`src/rtl/mem_access.sv`:
```
// mem_access: memory-access pipeline stage sitting directly after execute.
//
// Accepts one execute record at a time, performs at most one load or store
// over a req/gnt/rvalid data-memory port, aligns and extends load data, and
// holds one registered writeback record behind a valid/ready handshake.
//
// Ports
//   clk, rst                      clock, synchronous active-high reset
//   in_valid / in_ready           execute-side handshake
//   pc_in, alu_result, rs2_in,    execute record: PC, address-or-result,
//   rd_in, func3_in, memR_in,     store data, destination, access size/sign,
//   memW_in, regW_in              load/store/register-write controls
//   out_valid / out_ready         writeback-side handshake
//   pc_out, wb_data, rd_out,      registered writeback record
//   regW_out, fault
//   dmem_req, dmem_we, dmem_addr, data-memory request channel
//   dmem_be, dmem_wdata, dmem_gnt
//   dmem_rvalid, dmem_rdata       data-memory response channel
module mem_access #(
    parameter int DWIDTH = 32
) (
    input  logic              clk,
    input  logic              rst,
    input  logic              in_valid,
    output logic              in_ready,
    input  logic [DWIDTH-1:0] pc_in,
    input  logic [DWIDTH-1:0] alu_result,
    input  logic [DWIDTH-1:0] rs2_in,
    input  logic [4:0]        rd_in,
    input  logic [2:0]        func3_in,
    input  logic              memR_in,
    input  logic              memW_in,
    input  logic              regW_in,
    output logic              out_valid,
    input  logic              out_ready,
    output logic [DWIDTH-1:0] pc_out,
    output logic [DWIDTH-1:0] wb_data,
    output logic [4:0]        rd_out,
    output logic              regW_out,
    output logic              fault,
    output logic              dmem_req,
    output logic              dmem_we,
    output logic [DWIDTH-1:0] dmem_addr,
    output logic [3:0]        dmem_be,
    output logic [DWIDTH-1:0] dmem_wdata,
    input  logic              dmem_gnt,
    input  logic              dmem_rvalid,
    input  logic [DWIDTH-1:0] dmem_rdata
);

    typedef enum logic [1:0] {IDLE, REQ, RESP} state_t;

    state_t state_q, state_d;

    // Working copy of the accepted record, used while the bus access runs.
    logic [DWIDTH-1:0] pc_q, pc_d, addr_q, addr_d, rs2_q, rs2_d;
    logic [4:0]        rd_q, rd_d;
    logic [2:0]        func3_q, func3_d;
    logic              memw_q, memw_d, regw_q, regw_d;

    // Writeback output registers.
    logic              out_valid_q, out_valid_d;
    logic [DWIDTH-1:0] pc_out_q, pc_out_d, wb_data_q, wb_data_d;
    logic [4:0]        rd_out_q, rd_out_d;
    logic              regw_out_q, regw_out_d, fault_q, fault_d;

    logic              in_fault;

    // Misalignment, illegal size encodings, and load+store together.
    // func3 011 is treated as illegal for stores as well (no doubleword).
    function automatic logic access_fault(input logic rd_op, input logic wr_op,
                                          input logic [2:0] f3, input logic [1:0] a);
        logic bad;
        bad = rd_op && wr_op;
        if (rd_op && (f3 == 3'b011 || f3[2:1] == 2'b11)) bad = 1'b1;
        if (wr_op && (f3[2] || f3 == 3'b011))            bad = 1'b1;
        if ((rd_op || wr_op) && f3[1:0] == 2'b01 && a[0])         bad = 1'b1;
        if ((rd_op || wr_op) && f3[1:0] == 2'b10 && a != 2'b00)   bad = 1'b1;
        return bad;
    endfunction

    function automatic logic [3:0] lane_be(input logic [1:0] size, input logic [1:0] a);
        case (size)
            2'b00:   return 4'b0001 << a;
            2'b01:   return 4'b0011 << a;
            default: return 4'b1111;
        endcase
    endfunction

    // Store data is replicated across lanes so the enabled lanes carry it.
    function automatic logic [DWIDTH-1:0] store_data(input logic [1:0] size,
                                                     input logic [DWIDTH-1:0] d);
        case (size)
            2'b00:   return {4{d[7:0]}};
            2'b01:   return {2{d[15:0]}};
            default: return d;
        endcase
    endfunction

    function automatic logic [DWIDTH-1:0] load_extend(input logic [2:0] f3, input logic [1:0] a,
                                                      input logic [DWIDTH-1:0] word);
        logic signed [7:0]        b;
        logic signed [15:0]       h;
        logic signed [DWIDTH-1:0] ext;
        b = word[{a, 3'b000} +: 8];
        h = word[{a[1], 4'b0000} +: 16];
        case (f3)
            3'b000:  ext = b;
            3'b001:  ext = h;
            3'b100:  ext = {{(DWIDTH-8){1'b0}}, b};
            3'b101:  ext = {{(DWIDTH-16){1'b0}}, h};
            default: ext = word;
        endcase
        return ext;
    endfunction

    assign in_ready = (state_q == IDLE) && (!out_valid_q || out_ready);
    assign in_fault = access_fault(memR_in, memW_in, func3_in, alu_result[1:0]);

    always_comb begin
        state_d     = state_q;
        pc_d        = pc_q;
        addr_d      = addr_q;
        rs2_d       = rs2_q;
        rd_d        = rd_q;
        func3_d     = func3_q;
        memw_d      = memw_q;
        regw_d      = regw_q;
        out_valid_d = out_valid_q;
        pc_out_d    = pc_out_q;
        wb_data_d   = wb_data_q;
        rd_out_d    = rd_out_q;
        regw_out_d  = regw_out_q;
        fault_d     = fault_q;
        dmem_req    = 1'b0;
        dmem_we     = 1'b0;
        dmem_addr   = '0;
        dmem_be     = 4'b0000;
        dmem_wdata  = '0;

        // A consumed record clears; any result loaded below overrides this.
        if (out_valid_q && out_ready) out_valid_d = 1'b0;

        case (state_q)
            IDLE: begin
                if (in_valid && in_ready) begin
                    pc_d    = pc_in;
                    addr_d  = alu_result;
                    rs2_d   = rs2_in;
                    rd_d    = rd_in;
                    func3_d = func3_in;
                    memw_d  = memW_in;
                    regw_d  = regW_in;
                    if (!(memR_in || memW_in) || in_fault) begin
                        out_valid_d = 1'b1;
                        pc_out_d    = pc_in;
                        wb_data_d   = alu_result;
                        rd_out_d    = rd_in;
                        regw_out_d  = regW_in && !in_fault;
                        fault_d     = in_fault;
                    end else begin
                        state_d = REQ;
                    end
                end
            end
            REQ: begin
                dmem_req   = 1'b1;
                dmem_we    = memw_q;
                dmem_addr  = {addr_q[DWIDTH-1:2], 2'b00};
                dmem_be    = lane_be(func3_q[1:0], addr_q[1:0]);
                dmem_wdata = memw_q ? store_data(func3_q[1:0], rs2_q) : '0;
                if (dmem_gnt) begin
                    if (memw_q) begin
                        out_valid_d = 1'b1;
                        pc_out_d    = pc_q;
                        wb_data_d   = addr_q;
                        rd_out_d    = rd_q;
                        regw_out_d  = regw_q;
                        fault_d     = 1'b0;
                        state_d     = IDLE;
                    end else begin
                        state_d = RESP;
                    end
                end
            end
            RESP: begin
                if (dmem_rvalid) begin
                    out_valid_d = 1'b1;
                    pc_out_d    = pc_q;
                    wb_data_d   = load_extend(func3_q, addr_q[1:0], dmem_rdata);
                    rd_out_d    = rd_q;
                    regw_out_d  = regw_q;
                    fault_d     = 1'b0;
                    state_d     = IDLE;
                end
            end
            default: state_d = IDLE;
        endcase
    end

    // Control and visible outputs are reset; the working copy is only
    // observed through the bus outputs, which are gated by state.
    always_ff @(posedge clk) begin
        if (rst) begin
            state_q     <= IDLE;
            out_valid_q <= 1'b0;
            pc_out_q    <= '0;
            wb_data_q   <= '0;
            rd_out_q    <= '0;
            regw_out_q  <= 1'b0;
            fault_q     <= 1'b0;
        end else begin
            state_q     <= state_d;
            out_valid_q <= out_valid_d;
            pc_out_q    <= pc_out_d;
            wb_data_q   <= wb_data_d;
            rd_out_q    <= rd_out_d;
            regw_out_q  <= regw_out_d;
            fault_q     <= fault_d;
        end
    end

    always_ff @(posedge clk) begin
        pc_q    <= pc_d;
        addr_q  <= addr_d;
        rs2_q   <= rs2_d;
        rd_q    <= rd_d;
        func3_q <= func3_d;
        memw_q  <= memw_d;
        regw_q  <= regw_d;
    end

    assign out_valid = out_valid_q;
    assign pc_out    = pc_out_q;
    assign wb_data   = wb_data_q;
    assign rd_out    = rd_out_q;
    assign regW_out  = regw_out_q;
    assign fault     = fault_q;

endmodule

```
`config.mk`:
```
export PLATFORM = sky130hd
export DESIGN_NAME = mem_access
export DESIGN_NICKNAME = d
export VERILOG_FILES = /design/src/rtl/mem_access.sv
export SDC_FILE = /design/constraint.sdc
export NUM_CORES = 1
export LEC_CHECK = 0
export BUFFER_PORTS_ARGS = -buffer_cell sky130_fd_sc_hd__buf_2
export CORE_ASPECT_RATIO = 1.25
export CORE_MARGIN = 2
export CORE_UTILIZATION = 50
export DETAILED_ROUTE_END_ITERATION = 7
export PLACE_DENSITY_LB_ADDON = 0.12
export SYNTH_ARGS = -nofsm -noshare
export SYNTH_HDL_FRONTEND = slang
export SYNTH_SLANG_ARGS = --single-unit
export TNS_END_PERCENT = 30
```
`constraint.sdc`:
```
create_clock -name clk -period 5.35 [get_ports clk]
set_input_delay 0 -clock clk [delete_from_list [all_inputs] [get_ports clk]]
set_output_delay 0 -clock clk [all_outputs]
set_load 0.05 [all_outputs]
```
==> impl_metrics.prom <==
# TYPE chip_impl_metric gauge
chip_impl_info{name="status",value="finished clean"} 1
chip_impl_metric{name="num_rows",unit=""} 52
chip_impl_metric{name="wl_per_cell",unit="um"} 18.69
chip_impl_metric{name="route.antenna.remaining_nets",unit=""} 0
chip_impl_metric{name="fillCellCount",unit=""} 1255
chip_impl_info{name="path_cells",value="inv_1 -> ha_1 -> buf_4 -> nand2_1 -> a21oi_1 -> buf_2"} 1
chip_impl_metric{name="synth_top_area_share",unit="%"} 38.31
chip_impl_metric{name="die_height",unit="um"} 148.1
chip_impl_metric{name="power.combinational.fraction",unit="%"} 24.2
chip_impl_metric{name="diodes",unit=""} 0
chip_impl_info{name="critical-path-slowest-cell",value="nand2_1"} 1
chip_impl_metric{name="period_share",unit="%"} 54.01
chip_impl_metric{name="timing.critical_path.slowest_cell_delay",unit="ns"} 0.65
chip_impl_metric{name="postSynthRegisterBits",unit=""} 180
chip_impl_metric{name="die_w",unit="um"} 119.3
chip_impl_metric{name="wire_length_of_the_first_global_routing_pass",unit="mm"} 38.87
chip_impl_info{name="synthFlopType",value="edfxtp_1"} 1
chip_impl_metric{name="final_nets",unit=""} 1273
chip_impl_metric{name="final.setup.tns",unit="ns"} 0
chip_impl_info{name="path_delay_family",value="buffers and inverters"} 1
chip_impl_metric{name="finalMaxSlewViolations",unit=""} 0
chip_impl_metric{name="worst-slew-pin-transition",unit="ns"} 0.9532
chip_impl_metric{name="postCtsResizedCells",unit=""} 0
chip_impl_info{name="synthTopCellsByCount",value="106 x edfxtp_1, 74 x dfxtp_1, 67 x mux2i_1"} 1
chip_impl_metric{name="clock-sinks",unit=""} 180
chip_impl_metric{name="place.port_buffers",unit=""} 285
chip_impl_info{name="cts-root-buf",value="clkbuf_16"} 1
chip_impl_metric{name="arrival",unit="ns"} 2.89
chip_impl_metric{name="finalHoldViolations",unit=""} 0
chip_impl_metric{name="synthArstFlopShare",unit="%"} 0
chip_impl_metric{name="setup_viol",unit=""} 0
chip_impl_metric{name="numCtsBuffers",unit=""} 17
chip_impl_metric{name="post-route-drc-count",unit=""} 0
chip_impl_metric{name="max_clock_freq",unit="MHz"} 346.1
chip_impl_metric{name="initialDrtViolationCount",unit=""} 598
chip_impl_metric{name="design_area",unit="um2"} 11490
chip_impl_info{name="cp-start-kind",value="flop"} 1
chip_impl_metric{name="postPlaceCellArea",unit="um2"} 9838
chip_impl_metric{name="initial_core_util",unit="%"} 51.08
chip_impl_metric{name="timing.clock.skew",unit="ns"} 0.01420
chip_impl_metric{name="netlist-cell-type-count",unit=""} 54
chip_impl_metric{name="grt_start_max_net_pins",unit=""} 72
chip_impl_info{name="rsz0062_at_grt",value="no"} 1
chip_impl_metric{name="antenna_violations_before_repair",unit=""} 0
chip_impl_metric{name="grtUsageTotal",unit="%"} 28.13
chip_impl_metric{name="grt_remaining_overflow",unit=""} 0
chip_impl_metric{name="core_area",unit="um2"} 16270
chip_impl_metric{name="detailroute.via_count",unit=""} 7481
chip_impl_metric{name="synth.yosys.warnings",unit=""} 0
chip_impl_metric{name="max-slew-margin-rel",unit="%"} 36.45
chip_impl_metric{name="grt_pass1_vias",unit=""} 7349
chip_impl_metric{name="power_report.internal_total",unit="W"} 0.002579
chip_impl_metric{name="worst_voltage_drop_across_the_vdd_grid",unit="mV"} 0.2535
chip_impl_info{name="setup.worst_path.end_class",value="primary output"} 1
chip_impl_metric{name="cts.path.max_buffers",unit=""} 2
chip_impl_metric{name="maximum_level_of_the_cts_h_tree",unit=""} 4
chip_impl_metric{name="post_synth_instance_area",unit="um2"} 8309
chip_impl_metric{name="worstPathMaxFanout",unit=""} 44
chip_impl_metric{name="syn2layout_area_growth",unit="%"} 38.34
chip_impl_metric{name="drt-pass1-iter-count",unit=""} 4
chip_impl_metric{name="maxCapViolations",unit=""} 0
chip_impl_metric{name="post_route_cells_drive_above_1_share",unit="%"} 29.99
chip_impl_metric{name="worstPathRequired",unit="ns"} 5.35
chip_impl_info{name="synthMostInstantiatedCell",value="edfxtp_1"} 1
chip_impl_metric{name="weighted_congestion_reported_at_the_end_of_routability_driven_placement",unit=""} 0.8498
chip_impl_info{name="min-delay-path-class",value="in -> reg"} 1
chip_impl_metric{name="clkPwrFrac",unit="%"} 32.1
chip_impl_metric{name="worst_skew_pair.late_latency",unit="ns"} 0.43
chip_impl_metric{name="fin_hold_ws",unit="ns"} 0.02103
chip_impl_metric{name="num_io_pins",unit=""} 288
chip_impl_metric{name="synth_sequential_area_ratio",unit="%"} 56.14
chip_impl_info{name="synth_area_leader_cell",value="edfxtp_1"} 1
chip_impl_metric{name="detail_route.vias_per_cell",unit=""} 5.529
chip_impl_metric{name="critical_path.n_buffers_inverters",unit=""} 3
chip_impl_metric{name="hpwl",unit="mm"} 16.45
chip_impl_metric{name="synth.avg_cell_area",unit="um2"} 10.85
chip_impl_metric{name="final_critical_path_time_including_i_o_delays_and_setup",unit="ns"} 2.889
chip_impl_metric{name="postSynthCellCount",unit=""} 766
chip_impl_metric{name="p_sw_share",unit="%"} 32.92
chip_impl_metric{name="drt_wl_total",unit="mm"} 25.29
chip_impl_metric{name="overall_die_area",unit="um2"} 17670
chip_impl_info{name="synth.top_cells.by_area",value="edfxtp_1 38%, dfxtp_1 18%, mux2i_1 8.1%"} 1
chip_impl_info{name="crit_type",value="reg -> out"} 1
chip_impl_metric{name="seq_power_share",unit="%"} 43.6
chip_impl_metric{name="clkTransAtPathRegs",unit="ns"} 0.07
chip_impl_metric{name="cellLeakagePower",unit="nW"} 4.939
chip_impl_metric{name="synth_enable_flop_cells",unit=""} 106
chip_impl_info{name="cts_tree",value="built"} 1
chip_impl_metric{name="power.net_switching",unit="W"} 0.001266
chip_impl_metric{name="p_per_area",unit="nW/um2"} 334.5
repair_timing:
item	4_1_cts	5_1_grt
endpoints found under the hold margin	155	0
buffers inserted	0	0
hold buffers	108	0
flip-flops by register name, indices dropped and copies added, names as in the netlist:
| signal | flops |
|---|---|
| addr_q | 32 |
| fault | 1 |
| func3_q | 3 |
| memw_q | 1 |
| out_valid | 1 |
| pc_out | 32 |
| pc_q | 32 |
| rd_out | 5 |
| rd_q | 5 |
| regW_out | 1 |
| regw_q | 1 |
| rs2_q | 32 |
| state_q | 2 |
| wb_data | 32 |
metrics by stage:
stage / std cells / util, % / worst slack (ns) / total power [W]
final: 1353 / 70.67 / 2.461 / 0.003845
after global routing: 1353 / 70.67 / 2.321 / 0.003994
after CTS: 1353 / 70.67 / 2.497 / 0.003858
after detailed placement: 1213 / 60.48 / 2.830 / 0.002569
after global placement: 1213 / 60.48 / 2.850 / 0.002558
after floorplan: 767 / - / 1.661 / 0.002324
layout by cell type, fill, tap and decap left out, types with 18 or more instances in the layout:
master	count
buf_2	285
dlygate4sd3_1	108
edfxtp_1	106
dfxtp_1	74
mux2i_1	67
nor2_1	65
a21oi_1	61
nand2_1	50
o21ai_0	45
a211oi_1	40
and2_1	32
a31oi_1	20
o211ai_1	19
clkbuf_16	18
power by group through the flow:
stage / registers [W] / logic (W) / clock network [W]
3_3_place_gp: 0.00170 / 0.000855 / 0
4_1_cts: 0.00168 / 0.000926 / 0.00126
2_1_floorplan: 0.00193 / 0.000390 / 0
3_5_place_dp: 0.00171 / 0.000862 / 0
6_report: 0.00168 / 0.000932 / 0.00123
5_1_grt: 0.00169 / 0.000994 / 0.00131
cell type report:
cell class	count	area, um2	area share (%)
Sequential cell	180	4664	40.58
Multi-Input combinational cell	509	3349	29.14
Timing Repair Buffer	404	2590	22.53
Clock buffer	20	457.9	3.984
Tap cell	216	270.3	2.351
Clock inverter	12	117.6	1.023
Inverter	12	45.04	0.3919
per-layer routing:
layer	share of wire [%]	GRT usage, %
met5	0	0
met4	3.4	11.76
met3	6.9	7.055
met2	49	46.95
met1	41	34.97
tightest hold or removal path: stages:
cell	delay, ns
buf_2	0.10
o2111ai_1	0.14
a31oi_1	0.17
logic make-up after synthesis:
family,count (synthesis),share of synthesized area [%]
other,1,0.04513
DFF,180,56.14
and+or+nand+nor,196,11.67
buffers and inverters,78,3.885
muxes,70,8.613
AOI/OAI and AO/OA,237,19.05
adders and majority gates,4,0.6023
final timing paths:
kind,from,end,slack [ns],cells past startpoint
worst max-delay path,state_q[1],dmem_wdata[12],2.46,6
worst min register to register,wb_data[12],wb_data[12],0.47,2
worst max register to register,state_q[0],addr_q[12],2.85,4
worst min-delay path,dmem_rdata[2],wb_data[2],0.02,3
Note: power is estimated with default switching activity, not from simulation.
